## src/rtl/psum_acc_ctrl.sv

```systemverilog
// psum_acc_ctrl: accumulates OFIFO psum rows into SRAM over kij passes.
// The final pass can optionally clamp negative lanes to zero.
module psum_acc_ctrl #(
   parameter int col     = 8,
   parameter int psum_bw = 16,
   parameter int num_inp = 64,
   parameter int kij_len = 9,
   parameter int addr_bw = 6
) (
   input  logic                     clk,
   input  logic                     reset,
   input  logic                     start,
   input  logic                     relu,
   input  logic                     o_valid,
   output logic                     ofifo_rd,
   input  logic [col*psum_bw-1:0]   ofifo_dout,
   output logic                     mem_cen,
   output logic                     mem_wen,
   output logic [addr_bw-1:0]       mem_addr,
   output logic [col*psum_bw-1:0]   mem_din,
   input  logic [col*psum_bw-1:0]   mem_dout,
   output logic                     busy,
   output logic                     iter_done,
   output logic                     compute_done
);
   localparam int dw = col*psum_bw;
   localparam int kw = kij_len > 1 ? $clog2(kij_len) : 1;
   localparam logic [addr_bw-1:0] row_last = addr_bw'(num_inp-1);
   localparam logic [kw-1:0] kij_last = kw'(kij_len-1);

   typedef enum logic [2:0] {IDLE, POP, RD_MEM, ADD, WRITE, DONE} state_t;

   state_t             state_q, state_d;
   logic [addr_bw-1:0] row_cnt_q, row_cnt_d;
   logic [kw-1:0]      kij_cnt_q, kij_cnt_d;
   logic [dw-1:0]      fifo_reg_q, fifo_reg_d, sum_q, sum_d, wr_raw, wr_data;
   logic               relu_q, relu_d, iter_done_q, iter_done_d, clamp;

   always_ff @(posedge clk or posedge reset)
      if (reset) begin
         state_q     <= IDLE;
         row_cnt_q   <= '0;
         kij_cnt_q   <= '0;
         fifo_reg_q  <= '0;
         sum_q       <= '0;
         relu_q      <= 1'b0;
         iter_done_q <= 1'b0;
      end else begin
         state_q     <= state_d;
         row_cnt_q   <= row_cnt_d;
         kij_cnt_q   <= kij_cnt_d;
         fifo_reg_q  <= fifo_reg_d;
         sum_q       <= sum_d;
         relu_q      <= relu_d;
         iter_done_q <= iter_done_d;
      end

   // First pass writes the row directly; later passes write the accumulated sum
   always_comb begin
      wr_raw  = kij_cnt_q == '0 ? fifo_reg_q : sum_q;
      clamp   = relu_q && kij_cnt_q == kij_last;
      wr_data = wr_raw;
      for (int i = 0; i < col; i++)
         wr_data[i*psum_bw +: psum_bw] = (clamp && wr_raw[i*psum_bw+psum_bw-1]) ? '0 : wr_raw[i*psum_bw +: psum_bw];
   end

   always_comb begin
      state_d     = state_q;
      row_cnt_d   = row_cnt_q;
      kij_cnt_d   = kij_cnt_q;
      fifo_reg_d  = fifo_reg_q;
      sum_d       = sum_q;
      relu_d      = relu_q;
      iter_done_d = 1'b0;
      ofifo_rd    = 1'b0;
      mem_cen     = 1'b1;
      mem_wen     = 1'b1;
      mem_addr    = '0;
      mem_din     = '0;
      case (state_q)
         IDLE, DONE: if (start) begin
            state_d   = POP;
            row_cnt_d = '0;
            kij_cnt_d = '0;
            relu_d    = relu;
         end
         POP: if (o_valid) begin
            ofifo_rd   = 1'b1;
            fifo_reg_d = ofifo_dout;
            state_d    = kij_cnt_q == '0 ? WRITE : RD_MEM;
         end
         RD_MEM: begin
            mem_cen  = 1'b0;
            mem_addr = row_cnt_q;
            state_d  = ADD;
         end
         ADD: begin
            for (int i = 0; i < col; i++)
               sum_d[i*psum_bw +: psum_bw] = mem_dout[i*psum_bw +: psum_bw] + fifo_reg_q[i*psum_bw +: psum_bw];
            state_d = WRITE;
         end
         WRITE: begin
            mem_cen  = 1'b0;
            mem_wen  = 1'b0;
            mem_addr = row_cnt_q;
            mem_din  = wr_data;
            if (row_cnt_q == row_last) begin
               row_cnt_d   = '0;
               iter_done_d = 1'b1;
               state_d     = kij_cnt_q == kij_last ? DONE : POP;
               kij_cnt_d   = kij_cnt_q == kij_last ? kij_cnt_q : kij_cnt_q + 1'b1;
            end else begin
               row_cnt_d = row_cnt_q + 1'b1;
               state_d   = POP;
            end
         end
         default: state_d = IDLE;
      endcase
   end

   assign busy         = state_q != IDLE && state_q != DONE;
   assign compute_done = state_q == DONE;
   assign iter_done    = iter_done_q;
endmodule
```

## config.mk

```make
export PLATFORM = sky130hd
export DESIGN_NAME = psum_acc_ctrl
export DESIGN_NICKNAME = d
export VERILOG_FILES = /design/src/rtl/psum_acc_ctrl.sv
export SDC_FILE = /design/constraint.sdc
export NUM_CORES = 1
export LEC_CHECK = 0
export ABC_CLOCK_PERIOD_IN_PS = 12570
export CAP_MARGIN = 20
export CORE_MARGIN = 10
export CORE_UTILIZATION = 40
export DETAILED_ROUTE_END_ITERATION = 6
export PLACE_DENSITY = 0.71
export SYNTH_ARGS = -nofsm -noshare
export SYNTH_HDL_FRONTEND = slang
export SYNTH_SLANG_ARGS = --single-unit
```

## constraint.sdc

```tcl
create_clock -name clk -period 12.57 [get_ports clk]
set_clock_uncertainty 0.1 [all_clocks]
set_input_delay 1.8855 -clock clk [delete_from_list [all_inputs] [get_ports clk]]
set_output_delay 1.8855 -clock clk [all_outputs]
set_load 0.01 [all_outputs]
```

Word-level counts from Yosys, hierarchy flattened:

Cells that the tools add are included.
W data, S select, Z words.

* register bits after elaboration: 271

* add/sub/neg operators: 10
* eq/ne operators: 12
* muxes and demuxes: 30
* reduce and logical (&&, ||, !) cells: 21

Operators by type and width (count)
* $mux W128: 2
* $add A16 B16 Y16: 8
* $mux W16: 8
* $mux W6: 3
* $mux W3: 5
* $pmux W3 S5: 1
* $mux W4: 3
* $pmux W6 S2: 1
* $logic_and A1 B1 Y1: 10
* $ne A2 B2 Y1 const B: 4
* $pmux W4 S2: 1
* $reduce_and A2 Y1: 4
* $add A6 B1 Y6 const B: 1
* $eq A3 B2 Y1 const B: 2
* $eq A3 B3 Y1 const B: 2
* $eq A6 B6 Y1 const B: 1
* $mux W1: 6
* $add A4 B1 Y4 const B: 1
* $eq A4 B4 Y1 const B: 1
* $logic_not A4 Y1: 1
* $reduce_and A4 Y1: 1
* $reduce_or A2 Y1: 2
* $eq A3 B1 Y1 const B: 1
* $logic_not A3 Y1: 1
* other kinds (3): 3

Longest topological paths before layout:

Gate-level depths: netlist of the first run.

* word-level depth: 5
* gate-level depth with buffers: 10
* mapped depth without buffers: 10

Worst setup path after synthesis of the first run:

Ideal clock, no wire load.

* path type: input -> output
* start point: input port o_valid
* end point: output port ofifo_rd
* data arrival time: 2673 ps
* setup slack: 7912 ps
* stages: 3
* buffers on the path: 2
* path through: and3b_1 > clkbuf_1 > buf_2

* longest elaborated chain between the ends: 2

Ends and longest elaborated chain
* start: declaration: RTL line 14 `input logic o_valid,`
* $mux W1: RTL line 87 `POP: if (o_valid) begin`
* $mux W1: RTL line 80 `case (state_q)`
* end: declaration: RTL line 15 `output logic ofifo_rd,`

No other way between the ends.

Worst setup path after layout of the first run:

* start point: register kij_cnt_q[0]
* end point: output port mem_din[95]

* longest elaborated chain between the ends: 5
* elaborated cells on any way between the ends: 7

Ends and longest elaborated chain
* start: declaration: RTL line 35 `logic [kw-1:0] kij_cnt_q, kij_cnt_d;`
* start signal: assignment: RTL line 51 `kij_cnt_q <= kij_cnt_d;`
* $eq A4 B4 Y1 or $logic_not A4 Y1 (tied branches): RTL line 61, 60
* $logic_and A1 B1 Y1 or $mux W128 (tied branches): RTL line 61, 60
* $logic_and A1 B1 Y1: RTL line 64 `wr_data[i*psum_bw +: psum_bw] = (clamp && wr_raw[i*psum_bw+psum_bw-1]) ? '0 : wr_raw[i*psum_bw +: psum_bw];`
* $mux W16 (*): RTL line 64
* $mux W128 (*): RTL line 80
* end: declaration: RTL line 20 `output logic [col*psum_bw-1:0] mem_din,`

Mark *: on every way between the ends. The rest lies on a longest branch, timed or not.

==> flow_summary.yaml, run 1 <==
status:
  run_status: "finished with violations"
  failed_checks: "DRC"
setup_path:
  worst-path-max-fanout: 9
  worst_setup_path_end_kind: "output port"
  worst-endpoint-required_ps: 10580
  r2r_setup_slack_ps: 9450
  cp_slowest_cell: "sky130_fd_sc_hd__nand2b_1"
  path_class: "reg -> out"
  cp.arrival_ps: 3730
  critPathTopFamily: "simple AND/OR/NAND/NOR gates"
  startpoint_types: "flip-flop"
  critical_path.cell_chain: "inv_1 > ha_1 > and3b_1 > and2_1 > nand2b_1 > a21oi_1 > clkdlybuf4s50_1"
  timing.critical_path.buf_inv: 2
  peak_per_stage_delay_on_the_critical_path_ps: 740
cts:
  clock_tree.htree_level_count: 2
  cts_root_buf: "sky130_fd_sc_hd__clkbuf_16"
  tritoncts: "built"
  cts.sink_count: 271
  cts-root-to-sink-buffers: 3
  cts_inserted_buffers: 36
  clkLatencyLatePin_ps: 530
  clk_pin_slew_worst_paths_ps: 60
  cts.hold.buffers_added: 0
  post-cts-setup-buffer-count: 0
  ctsResizeCount: 0
timing:
  fin_setup_tns_ps: 0
  setup_violations: 0
  post_layout_minimum_cycle_time_ps: 5710
  slew-limit-headroom_pct: 30.8
  report.final.hold_viol_count: 0
  fin_crit_sh_pct: 45.5
  postLayoutSetupSlackWorst_ps: 6860
  worstMarginPinSlew_ps: 1040
  finalMaxSlewViolations: 0
  unrepaired_setup_endpoints_after_global_routing: "false"
  fmaxAchievable_mhz: 175
final_layout:
  layoutNonFillerInstCount: 2841
  design.final.nets: 2651
  drive_gt1_share_pct: 9.71
  flow.area_growth_from_synthesis_pct: 33.3
synth:
  synth_nets: 2288
  post_synth_num_cell_types: 62
  seq_area_frac_synth_pct: 40.0
  synth_enable_flop_cells: 0
  postSynthRegisterBits: 271
  synthesis.area_per_instance_um2: 8.94
  dominantRegCellSynth: "sky130_fd_sc_hd__dfrtp_1"
  netlist_area_um2: 17000
  synth-warning-count: 0
  asyncSetResetFlopFracSynth_pct: 100
  postSynthCellCount: 1896
detailed_routing:
  route.detailed.drc: 1
  avgViaCountPerCell: 5.30
  routed-via-count: 15100
  drt_iter0_drc: 1011
  drtPass1Iterations: 7
  antenna_violating_nets_post_route: 0
  post_drt_wl_per_cell_um: 19.8
  postRouteWirelength_mm: 56.1
place:
  hpwl_mm: 41.2
  finalWeightedCongestion: 0.898
  placement.setup.worst_slack_ps: 7280
  io_buffers: 400
  place_inst: 2760
power_and_ir_drop:
  power_uw: 5380
  comb_power_share_pct: 50.1
  seq_power_share_pct: 31.0
  p_sw_share_pct: 40.7
  total_leakage_power_uw: 0.00995
  vdd_drop_max_mv: 0.0982
  power_report.internal_total_uw: 3190
  power.density_nw_per_um2: 238
  p_clk_share_pct: 18.9
  total_switching_power_uw: 2190
floorplanning:
  core_area_um2: 41900
  dieWidth_um: 226
  die_y_um: 226
  io_pins: 401
  initial_core_util_pct: 40.4
  dieArea_um2: 51000
  num_rows: 75
grt:
  grt_pass1_vias: 15300
  gr-total-overflow: 0
  grt_antenna_before_repair: 17
  grt_max_degree: 131
  grt_first_pass_wirelength_mm: 87.2
  globalRouteTotalUtil_pct: 21.5
job:
  max_cap_violations: 0
hold_path:
  worstHoldPathType: "reg -> reg"
[power by group through the flow]
stage / registers (uW) / clock network (uW) / logic, uW
2_1_floorplan: 1530 / 0 / 1990
3_3_place_gp: 1670 / 0 / 2620
3_5_place_dp: 1670 / 0 / 2680
4_1_cts: 1660 / 1050 / 2700
5_1_grt: 1720 / 1080 / 3030
6_report: 1670 / 1020 / 2700
[final cells by class]
| cell class | count | area (um2) |
|---|---|---|
| Clock buffer | 51 | 1050 |
| Antenna cell | 15 | 37.5 |
| Sequential cell | 271 | 6780 |
| Timing Repair Buffer | 411 | 4090 |
| Clock inverter | 15 | 116 |
| Multi-Input combinational cell | 1497 | 9700 |
| Fill cell | 3771 | 19300 |
| Inverter | 42 | 165 |
| Tap cell | 539 | 674 |
[path summary, 6_finish.rpt]
check,cells past startpoint,end,startpoint
worst max-delay path,7,mem_din[95],kij_cnt_q[0]
worst min-delay path,2,sum_q[97],sum_q[97]
worst max register to register,6,sum_q[79],state_q[0]
worst min register to register,2,sum_q[97],sum_q[97]
max in group asynchronous,3,fifo_reg_q[126],reset
min in group asynchronous,2,fifo_reg_q[32],reset
[worst min-delay path: stages (launching register included)]
cell and delay (ps):
sky130_fd_sc_hd__dfrtp_1 340, sky130_fd_sc_hd__nand2_1 50, sky130_fd_sc_hd__nand2_1 50
[cells in the final DEF (no fill, tap or decap), types with 16 or more instances in the layout]
cell type	count
sky130_fd_sc_hd__o21ai_0	150
sky130_fd_sc_hd__a31oi_1	20
sky130_fd_sc_hd__o21bai_1	20
sky130_fd_sc_hd__xnor2_1	64
sky130_fd_sc_hd__nor3_1	19
sky130_fd_sc_hd__and2_1	16
sky130_fd_sc_hd__clkdlybuf4s50_1	400
sky130_fd_sc_hd__mux2_2	132
sky130_fd_sc_hd__dfrtp_1	271
sky130_fd_sc_hd__a21o_1	38
sky130_fd_sc_hd__clkbuf_16	37
sky130_fd_sc_hd__a21oi_1	207
sky130_fd_sc_hd__ha_1	123
sky130_fd_sc_hd__nor2_1	42
sky130_fd_sc_hd__inv_1	41
sky130_fd_sc_hd__nand2_1	464
sky130_fd_sc_hd__xor2_1	49
[cells by family (layout without fill, tap and decap cells)]
logic type	Yosys count	after routing	synth area share (%)
AOI/OAI and AO/OA	502	502	17.0
xor gates and xnor gates	113	113	5.84
adders and majority gates	131	131	10.0
buffers and inverters	128	519	2.94
DFF	271	271	40.0
muxes	135	135	8.94
other	0	15	0
and+or+nand+nor	616	616	15.3
[state kept, by name (all words and copies together) (netlist names)]
register	count
fifo_reg_q	128
state_q	3
kij_cnt_q	4
row_cnt_q	6
sum_q	128
relu_q	1
iter_done	1
[cells in the mapped netlist (all sizes together) (3+ instances only)]
library cell / count / area (um2)
a31oi: 21 / 138
o21a: 10 / 75.1
a21oi: 210 / 1060
nand3b: 3 / 22.5
a311oi: 3 / 26.3
and3: 11 / 68.8
and3b: 3 / 26.3
dfrtp: 271 / 6780
nor3: 19 / 95.1
xnor2: 64 / 561
fa: 8 / 160
a21o: 38 / 285
nor3b: 4 / 30.0
nor2b: 11 / 68.8
inv: 42 / 158
xor2: 49 / 429
o31ai: 3 / 27.5
o21bai: 20 / 150
nand2b: 11 / 68.8
and2: 18 / 115
a21bo: 4 / 40.0
a211o: 4 / 35.0
buf: 19 / 88.8
o21ai: 160 / 805
mux2: 132 / 1490
clkbuf: 67 / 251
a211oi: 9 / 72.6
nand3: 13 / 65.1
nand4b: 3 / 26.3
nand2: 465 / 1750
nor2: 42 / 158
mux2i: 3 / 30.0
o211ai: 6 / 45.0
o2111ai: 3 / 26.3
ha: 123 / 1540
or2: 3 / 18.8
[through the flow]
step / hold WS (ps) / util, % / instance area (um2)
after floorplan: 346 / - / 17000
after global placement: 359 / 51.0 / 21400
after detailed placement: 366 / 51.0 / 21400
after CTS: 377 / 53.8 / 22600
after global routing: 399 / 53.9 / 22600
final: 374 / 53.9 / 22600
[per-layer routing]
layer	up-vias	global-route usage, %	wire [um]	part of all wire (%)
met4	6	8.54	1660	3.0
met3	89	4.79	3620	6.4
met1	7226	27.1	24000	43
met5	-	0	34	0.061
met2	438	35.1	26800	48
li1	7302	-	-	-
No activity file was read; power rests on OpenSTA's default activity.
==> run 2: changes to the inputs <==
--- a/config.mk
+++ b/config.mk
@@ -5,7 +5,7 @@
 export SDC_FILE = /design/constraint.sdc
 export NUM_CORES = 1
 export LEC_CHECK = 0
-export ABC_CLOCK_PERIOD_IN_PS = 12570
+export ABC_CLOCK_PERIOD_IN_PS = 5350
 export CAP_MARGIN = 20
 export CORE_MARGIN = 10
 export CORE_UTILIZATION = 40
==> constraint.sdc (replaced) <==
create_clock -name clk -period 5.35 [get_ports clk]
set_clock_uncertainty 0.1 [all_clocks]
set_input_delay 0.8025 -clock clk [delete_from_list [all_inputs] [get_ports clk]]
set_output_delay 0.8025 -clock clk [all_outputs]
set_load 0.01 [all_outputs]
==> run 2 against run 1 <==
Compared with the run above: wire length rose by 0.68%; final area barely moved; sequential cell count did not move; total power rose by 130%; first-iteration DRC count fell by 8.5%; worst setup slack got worse by 6400 ps; the flow now finishes without violations.
==> flow_summary.yaml, run 2 (same netlist as run 1, synthesis figures left out) <==
floorplanning:
  die_y_um: 226
  core_area_um2: 41900
  initial_core_util_pct: 40.4
  dieArea_um2: 51000
  num_rows: 75
  dieWidth_um: 226
  io_pins: 401
final_layout:
  fin_util_pct: 53.9
  flow.area_growth_from_synthesis_pct: 33.3
  highest_count_cells_in_the_layout_ignoring_fill_and_taps: "464 x sky130_fd_sc_hd__nand2_1, 400 x sky130_fd_sc_hd__clkdlybuf4s50_1, 271 x sky130_fd_sc_hd__dfrtp_1, 207 x sky130_fd_sc_hd__a21oi_1, 150 x sky130_fd_sc_hd__o21ai_0"
  registers_with_the_most_flip_flops: "fifo_reg_q: 128 flops, sum_q: 128 flops, row_cnt_q: 6 flops"
  multiInputGateArea_um2: 9700
  drive_gt1_share_pct: 9.22
  fillers: 3801
  design.final.nets: 2649
  seq_area_um2: 6780
  layout.cells.most_common: "sky130_fd_sc_hd__nand2_1"
setup_path:
  r2r_end: "sum_q[14]"
  r2r_setup_slack_ps: 2310
  startpoint_types: "flip-flop"
  cp_slowest_cell: "sky130_fd_sc_hd__and2_1"
  worst-endpoint-required_ps: 4450
  r2r_cells: 10
  crit_path_start: "state_q[1]"
  peak_per_stage_delay_on_the_critical_path_ps: 870
  worst-path-max-fanout: 18
  path_class: "reg -> out"
  worst_setup_path_endpoint: "mem_din[126]"
  worst_setup_path_end_kind: "output port"
  cp.arrival_ps: 3990
  timing.rr.start: "fifo_reg_q[0]"
  critical_path.cell_chain: "nor2_1 > and2_1 > nand2_1 > a21oi_1 > clkdlybuf4s50_1"
cts:
  ctsResizeCount: 0
  cts_root_buf: "sky130_fd_sc_hd__clkbuf_16"
  clkLatencyLatePin_ps: 530
  cts-root-to-sink-buffers: 3
  clk_pin_slew_worst_paths_ps: 50
  tritoncts: "built"
  post-cts-setup-buffer-count: 0
  cts_inserted_buffers: 35
  cts.hold.buffers_added: 0
  clock_tree.htree_level_count: 2
  cts.sink_count: 271
power_and_ir_drop:
  total_leakage_power_uw: 0.00993
  power.density_nw_per_um2: 557
  vdd_drop_max_mv: 0.296
timing:
  fmaxAchievable_mhz: 204
  worstMarginPinSlew_ps: 1080
  fin_crit_sh_pct: 91.5
  post_layout_minimum_cycle_time_ps: 4900
  unrepaired_setup_endpoints_after_global_routing: "false"
  setup_violations: 0
  fin_setup_tns_ps: 0
  report.final.hold_viol_count: 0
  slew-limit-headroom_pct: 27.8
  finalMaxSlewViolations: 0
  postLayoutSetupSlackWorst_ps: 454
grt:
  grt_max_degree: 161
  globalRouteTotalUtil_pct: 21.8
  grt_pass1_vias: 15900
  gr-total-overflow: 0
  grt_antenna_before_repair: 21
  grt_first_pass_wirelength_mm: 88.2
detailed_routing:
  drt_iter0_drc: 925
  routed-via-count: 15200
  antenna_violating_nets_post_route: 0
  postRouteWirelength_mm: 56.5
  post_drt_wl_per_cell_um: 19.9
  avgViaCountPerCell: 5.37
  route.detailed.drc: 0
  drtPass1Iterations: 5
place:
  placement.setup.worst_slack_ps: 962
  io_buffers: 400
  finalWeightedCongestion: 0.914
  hpwl_mm: 41.2
hold_path:
  worstHoldPathType: "reg -> reg"
job:
  max_cap_violations: 0
status:
  run_status: "complete, no violations"
==> run 2: cell types whose count changed in the layout (fill, tap and decap cells not counted), sizes merged <==
cell | before | now
buf | 11 | 10
bufinv | 1 | 2
clkinv | 10 | 4
clkinvlp | 1 | 2
diode | 15 | 17
inv | 45 | 41
==> run 2: area by class of cell <==
class | instances | share of cell area [%]
antenna | 17 | 0.188
clock buffer | 51 | 4.51
clock inverter | 7 | 0.387
inverter | 42 | 0.714
multi-input combinational | 1497 | 42.9
sequential | 271 | 30.0
tap | 539 | 2.98
timing repair buffer | 410 | 18.3
==> run 2: worst max-delay path, delay by kind of cell, from the launching register on <==
kind | cells | cell delay [ps]
compound gates | 1 | 410
buf+inv | 1 | 600
flops | 1 | 520
simple gates | 3 | 1930
==> run 2: how the worst min path moves through the flow <==
stage | start | to | cells past startpoint
global placement | sum_q[32] | sum_q[32] | 2
floorplan | sum_q[0] | sum_q[0] | 2
finish | sum_q[48] | sum_q[48] | 2
global route | sum_q[122] | sum_q[122] | 2
detailed placement | sum_q[112] | sum_q[112] | 2
CTS | sum_q[113] | sum_q[113] | 2
==> run 2: layer usage <==
layer | up-vias | part of all wire [%] | global-route usage (%)
met5 | - | 0.14 | 0
met4 | 10 | 3.9 | 10.7
met3 | 128 | 6.6 | 5.45
met2 | 437 | 48 | 35.9
met1 | 7338 | 41 | 26.0
li1 | 7298 | - | -
==> run 2: through the flow <==
stage               power (uW)  hold WS [ps]  area [um2]  cells
global placement         10000           360       21500   2759
finish                   12600           379       22600   2834
CTS                      12700           382       22600   2817
global route             13700           400       22600   2832
detailed placement       10200           366       21500   2759
floorplan                 8280           346       17000   1896
==> run 2: power breakdown <==
part	internal [uW]	switching, uW	leakage (uW)
combinational	3010	3390	0.00623
clock	1410	922	0.000541
sequential	3070	785	0.00315
total	7500	5100	0.00993
